`src/rtl/npu_mem_pkg.sv`:
```
// Shared types and helpers for the NPU/CPU data-memory arbiter.
package npu_mem_pkg;

    // Identifies which master a memory access belongs to.
    typedef enum logic {
        OWN_CPU = 1'b0,
        OWN_NPU = 1'b1
    } owner_t;

    localparam int DEFAULT_ADDR_W = 32;
    localparam int DEFAULT_DATA_W = 32;

    // Width of the NPU starvation counter: must hold 0..max_stall, never narrower than 1 bit.
    function automatic int starve_cnt_w(input int max_stall);
        return (max_stall < 1) ? 1 : $clog2(max_stall + 1);
    endfunction

endpackage

```
`src/rtl/npu_mem_arbiter_rd_return.sv`:
```
// Read-return path: remembers who issued the read in the previous cycle and
// steers the 1-cycle-latency memory data to that master only.
module npu_mem_arbiter_rd_return
    import npu_mem_pkg::*;
#(
    parameter int DATA_W = DEFAULT_DATA_W
) (
    input  logic              clk,
    input  logic              srst,
    input  logic              rd_fire,
    input  owner_t            rd_owner,
    input  logic [DATA_W-1:0] mem_rdata,
    output logic [DATA_W-1:0] cpu_rdata,
    output logic              cpu_rvalid,
    output logic [DATA_W-1:0] npu_rdata,
    output logic              npu_rvalid
);

    logic              rd_pending_reg;
    owner_t            owner_reg;
    logic [1:0]        rvalid_vec;
    logic [DATA_W-1:0] rdata_vec [2];

    // Tag register: one outstanding read at most, refreshed every cycle for full-rate reads.
    always_ff @(posedge clk) begin
        if (srst) begin
            rd_pending_reg <= 1'b0;
            owner_reg      <= OWN_CPU;
        end else begin
            rd_pending_reg <= rd_fire;
            if (rd_fire) begin
                owner_reg <= rd_owner;
            end
        end
    end

    // Per-master demux; index 0 is the CPU, index 1 the NPU (matches owner_t encoding).
    generate
        for (genvar gi = 0; gi < 2; gi++) begin : g_ret
            logic [DATA_W-1:0] rdata_hold_reg;

            // A reset landing on the return cycle aborts the in-flight read.
            assign rvalid_vec[gi] = rd_pending_reg & ~srst & (owner_reg == owner_t'(1'(gi)));
            assign rdata_vec[gi]  = rvalid_vec[gi] ? mem_rdata : rdata_hold_reg;

            // Keep the last delivered word so the non-owner's rdata stays stable.
            always_ff @(posedge clk) begin
                if (srst) begin
                    rdata_hold_reg <= '0;
                end else if (rvalid_vec[gi]) begin
                    rdata_hold_reg <= mem_rdata;
                end
            end
        end
    endgenerate

    assign cpu_rvalid = rvalid_vec[0];
    assign cpu_rdata  = rdata_vec[0];
    assign npu_rvalid = rvalid_vec[1];
    assign npu_rdata  = rdata_vec[1];

endmodule

```
`src/rtl/npu_mem_arbiter.sv`:
```
// Single data-memory port arbiter: CPU has fixed priority, the NPU wins a
// conflict once it has been denied MAX_STALL consecutive cycles.
module npu_mem_arbiter
    import npu_mem_pkg::*;
#(
    parameter int ADDR_W    = DEFAULT_ADDR_W,
    parameter int DATA_W    = DEFAULT_DATA_W,
    parameter int MAX_STALL = 4,
    parameter int CNT_W     = 16
) (
    input  logic              clk,
    input  logic              rst,
    input  logic              cpu_rd,
    input  logic              cpu_wr,
    input  logic [ADDR_W-1:0] cpu_addr,
    input  logic [DATA_W-1:0] cpu_wd,
    output logic [DATA_W-1:0] cpu_rdata,
    output logic              cpu_rvalid,
    output logic              cpu_stall,
    input  logic              npu_rd,
    input  logic              npu_wr,
    input  logic [ADDR_W-1:0] npu_addr,
    input  logic [DATA_W-1:0] npu_wd,
    output logic [DATA_W-1:0] npu_rdata,
    output logic              npu_rvalid,
    output logic              race_haz,
    output logic              mem_rd,
    output logic              mem_wr,
    output logic [ADDR_W-1:0] mem_addr,
    output logic [DATA_W-1:0] mem_wd,
    input  logic [DATA_W-1:0] mem_rdata,
    output logic              err_both,
    output logic [CNT_W-1:0]  conflict_cnt
);

    localparam int              SC_W        = starve_cnt_w(MAX_STALL);
    localparam logic [SC_W-1:0] STALL_LIMIT = SC_W'(MAX_STALL);

    logic             cpu_req;
    logic             npu_req;
    logic             npu_wins;
    logic             grant_cpu;
    logic             grant_npu;
    owner_t           rd_owner;
    logic [SC_W-1:0]  starve_cnt_reg;
    logic [SC_W-1:0]  starve_cnt_next;
    logic [CNT_W-1:0] conflict_cnt_reg;
    logic [CNT_W-1:0] conflict_cnt_next;
    logic             err_both_reg;
    logic             err_both_next;

    assign cpu_req  = cpu_rd | cpu_wr;
    assign npu_req  = npu_rd | npu_wr;
    // With MAX_STALL = 0 the counter is pinned at 0, so the NPU always wins.
    assign npu_wins = (starve_cnt_reg == STALL_LIMIT);

    // Same-cycle grant; everything is denied while reset is held.
    always_comb begin
        grant_cpu = 1'b0;
        grant_npu = 1'b0;
        if (!rst) begin
            if (cpu_req && (!npu_req || !npu_wins)) begin
                grant_cpu = 1'b1;
            end else if (npu_req) begin
                grant_npu = 1'b1;
            end
        end
    end

    assign cpu_stall = cpu_req & ~grant_cpu;
    assign race_haz  = npu_req & ~grant_npu;

    // Memory port mux; rd together with wr is issued as a write only.
    always_comb begin
        mem_rd   = 1'b0;
        mem_wr   = 1'b0;
        mem_addr = '0;
        mem_wd   = '0;
        if (grant_cpu) begin
            mem_rd   = cpu_rd & ~cpu_wr;
            mem_wr   = cpu_wr;
            mem_addr = cpu_addr;
            mem_wd   = cpu_wd;
        end else if (grant_npu) begin
            mem_rd   = npu_rd & ~npu_wr;
            mem_wr   = npu_wr;
            mem_addr = npu_addr;
            mem_wd   = npu_wd;
        end
    end

    // Next-state for starvation counter, conflict statistics and the sticky error flag.
    always_comb begin
        starve_cnt_next   = starve_cnt_reg;
        conflict_cnt_next = conflict_cnt_reg;
        err_both_next     = err_both_reg | (cpu_rd & cpu_wr) | (npu_rd & npu_wr);
        if (!npu_req || grant_npu) begin
            starve_cnt_next = '0;
        end else if (race_haz && (starve_cnt_reg != STALL_LIMIT)) begin
            starve_cnt_next = starve_cnt_reg + 1'b1;
        end
        if (cpu_req && npu_req && !(&conflict_cnt_reg)) begin
            conflict_cnt_next = conflict_cnt_reg + 1'b1;
        end
    end

    // Arbiter state registers.
    always_ff @(posedge clk) begin
        if (rst) begin
            starve_cnt_reg   <= '0;
            conflict_cnt_reg <= '0;
            err_both_reg     <= 1'b0;
        end else begin
            starve_cnt_reg   <= starve_cnt_next;
            conflict_cnt_reg <= conflict_cnt_next;
            err_both_reg     <= err_both_next;
        end
    end

    assign err_both     = err_both_reg;
    assign conflict_cnt = conflict_cnt_reg;
    assign rd_owner     = grant_npu ? OWN_NPU : OWN_CPU;

    npu_mem_arbiter_rd_return #(
        .DATA_W (DATA_W)
    ) u_rd_return (
        .clk        (clk),
        .srst       (rst),
        .rd_fire    (mem_rd),
        .rd_owner   (rd_owner),
        .mem_rdata  (mem_rdata),
        .cpu_rdata  (cpu_rdata),
        .cpu_rvalid (cpu_rvalid),
        .npu_rdata  (npu_rdata),
        .npu_rvalid (npu_rvalid)
    );

endmodule

```
`config.mk`:
```
export PLATFORM = sky130hd
export DESIGN_NAME = npu_mem_arbiter
export DESIGN_NICKNAME = d
export VERILOG_FILES = /design/src/rtl/npu_mem_pkg.sv /design/src/rtl/npu_mem_arbiter_rd_return.sv /design/src/rtl/npu_mem_arbiter.sv
export SDC_FILE = /design/constraint.sdc
export NUM_CORES = 1
export LEC_CHECK = 0
export CAP_MARGIN = 5
export CORE_AREA = 2 2 125 127
export CTS_BUF_LIST = sky130_fd_sc_hd__clkbuf_16
export DETAILED_ROUTE_END_ITERATION = 8
export DIE_AREA = 0 0 127 129
export PLACE_DENSITY_LB_ADDON = 0.3
export SLEW_MARGIN = 20
export SYNTH_ARGS = -nofsm -noshare
export SYNTH_HDL_FRONTEND = slang
export SYNTH_SLANG_ARGS = --single-unit
```
`constraint.sdc`:
```
create_clock -name clk -period 1.9 [get_ports clk]
set_input_delay 0.19 -clock clk [delete_from_list [all_inputs] [get_ports clk]]
set_output_delay 0.19 -clock clk [all_outputs]
set_load 0.02 [all_outputs]
```
==> run metrics <==
area delta synth->final 120.2%; largest net degree at the start of global routing 66; share of post-route cells with drive strength above 1 40.32%; max_slew headroom 66.70%; worst r2r path cells 6; asr flop ratio synth 0%; min cycle time layout 2.259 ns; first-pass GRT wire length 29.46 mm; fill count 1168; pins over their slew limit 0; Final HPWL DP 14.10 mm; vias post-DR 4976; Max Cap Viol 0; required time of the critical path 1.71 ns; Hold Path Stages 2; gpl congestion 0.8459; multi-input combinational cell area 2678 um2; Root Buffer clkbuf_16; Mean Syn Cell Area 10.17 um2; Levels on crit path 10; initial antenna violation count 3; Tot GR Track Use 23.48%; peak supply drop 0.3826 mV; Setup Viol. Count Final 82; Chip Height 129 um; Final Worst Setup Slack -0.3588 ns; drt drc 0; CP max FO 8; Routed Antenna Nets 0; flop2flop setup slack 0.15 ns; total die area 16380 um2; Net Sw Power 1.338 mW; post-layout util 63.11%; setup TNS -19.04 ns; Mapped Cells 422; I/O pins 317; Combinational Power Share 29.5%; skew final 0.008738 ns; Synthesized Nets 591; Internal Power 3.894 mW; core area 14980 um2; Starting Density 28.66%; yosys warns 0; crit end category primary output; Overflow after GRT 0; Clock Path Buffers 2; router iterations before antenna repair 4; Port Buffers 316; failing checks negative setup slack; Post-synth EDFFs 0; row cnt 45; CTS Sinks 86; crit-path leading delay family buffers and inverters; nets@finish 980; Min-Delay Path Class flop to flop; Yosys reg bits 86; Post-Route WL 20.85 mm; Clk network pwr share 35.2%; outcome finished with violations; worst slew pin tran 0.4995 ns; wire per inst 20.76 um; CTS Buf Count 9; FMAX 442.7 MHz; crit path cell chain inv_2 > ha_4 > nand2_4 > o22ai_4 > nor3b_4 > buf_6 > buf_12 > buf_12 > a22o_1 > buf_6; Hold Fails Final Rpt 0; synthesized cell area 4293 um2; RSZ-0062 raised after global routing yes; Via density 4.956; worst path bufs/invs 5; Switching Share 25.57%; sequential power share 35.3%; Synth cell types 39; max reg flops 64; CTS Hold Bufs 0; highest cell delay on the worst timing path 0.33 ns; post-route clock period utilization 118.9%; sequential area share after synthesis 40.10%; clock insertion delay at the later pin of the skew report 0.33 ns; startpoint types flop; FF+latch area 1728 um2; WS Path Type flop to primary output; Worst path slowest cell dfxtp_2; WP data arrival 2.07 ns; Worst-path clk slew 0.07 ns; vias in the first global route 5068; Cell Pwr Density 553.6 nW/um2; H-Tree Depth 3; n_diodes 0; Synth Flop Type dfxtp_1; leakage 4.103 nW; first-iteration detailed-routing DRC count 242; CTS tree yes; Die W 127 um
-- final timing paths --
kind,end,startpoint
max,mem_wd[11],starve_cnt_reg[0]
min,u_rd_return.owner_reg,u_rd_return.owner_reg
max reg2reg,conflict_cnt[8],conflict_cnt[1]
min reg2reg,u_rd_return.owner_reg,u_rd_return.owner_reg
-- Yosys cell counts (7+ instances only) --
cell type,n,area (um2)
nand2_1,9,33.78
o31ai_1,7,52.55
and2_1,64,400.4
o21ai_0,8,40.04
dfxtp_1,86,1722
a22o_1,64,560.5
buf_2,15,75.07
a21oi_1,19,95.09
clkbuf_1,11,41.29
or4_1,7,52.55
mux2_2,65,732.0
nor2_1,7,26.28
-- through the flow --
stage	area [um2]	hold slack (ns)	setup slack (ns)	total power, mW	instances
3_3_place_gp	7916	0.4831	-0.6930	3.095	931
6_report	9452	0.5035	-0.3588	5.232	1004
5_1_grt	9452	0.5246	-0.4313	5.418	1004
3_5_place_dp	7916	0.4818	-0.6970	3.109	931
4_1_cts	9163	0.5117	-0.3666	5.197	996
2_1_floorplan	4293	0.3453	0.04689	2.340	422
-- power groups by stage --
stage | sequential (mW) | clock [mW] | combinational [mW]
final | 1.85 | 1.84 | 1.54
after global routing | 1.85 | 1.96 | 1.61
after detailed placement | 1.88 | 0 | 1.22
after CTS | 1.85 | 1.88 | 1.47
after floorplan | 1.89 | 0 | 0.448
after global placement | 1.88 | 0 | 1.21
-- per-layer routing --
layer	wire length [um]	track usage, %	share of wire, %	vias to the layer above
li1	-	-	-	2356
met1	8784	30.00	42	2359
met2	9890	38.77	47	220
met3	1805	7.692	8.7	35
met4	334	5.430	1.6	6
met5	32	0	0.15	-
-- area by class of cell --
class | instances | share of cell area, %
clock buffers | 9 | 2.383
clock inverters | 7 | 0.9399
inverters | 6 | 0.2383
multi-input cells | 298 | 28.33
flip-flops and latches | 86 | 18.28
well taps | 188 | 2.489
repair buffers | 410 | 47.34
-- logic make-up (layout without fill, tap and decap cells) --
group	Yosys count	in the layout	synth area share (%)
AO/OA/AOI/OAI	107	107	19.50
adder cells (fa/ha/maj)	3	3	0.8745
buffers and inverters	38	432	4.284
flip-flops	86	86	40.10
multiplexers	67	67	17.52
AND/OR/NAND/NOR	121	121	17.72
-- placed cells by master (no fill, tap or decap), types with 4 or more instances in the layout --
cell             count
clkdlybuf4s50_1    181
buf_6              125
dfxtp_1             83
and2_1              64
a22o_1              56
buf_4               45
mux2_4              35
mux2_2              30
a21oi_1             17
clkbuf_16           13
buf_16              12
buf_12              12
buf_2               11
a22o_4               8
o21ai_0              8
nand2_1              7
o31ai_1              7
or4_1                7
clkbuf_2             7
buf_8                6
nor2_1               5
nand4_1              5
or3_1                5
nand3_1              4
clkdlybuf4s15_1      4
-- timing repair --
action                     CTS  global route
hold endpoints to repair     0             0
pin swaps                   19            17
setup endpoints to repair  134           117
resized for setup          744           100
cloned                      16             4
buffers inserted            34            13
-- tightest hold or removal path, delay by kind of cell (launching register included) --
kind | cells | cell delay [ns]
DFF | 1 | 0.36
AOI/OAI and AO/OA | 1 | 0.05
and+or+nand+nor | 1 | 0.06
Power figures use the tool's default switching activity.
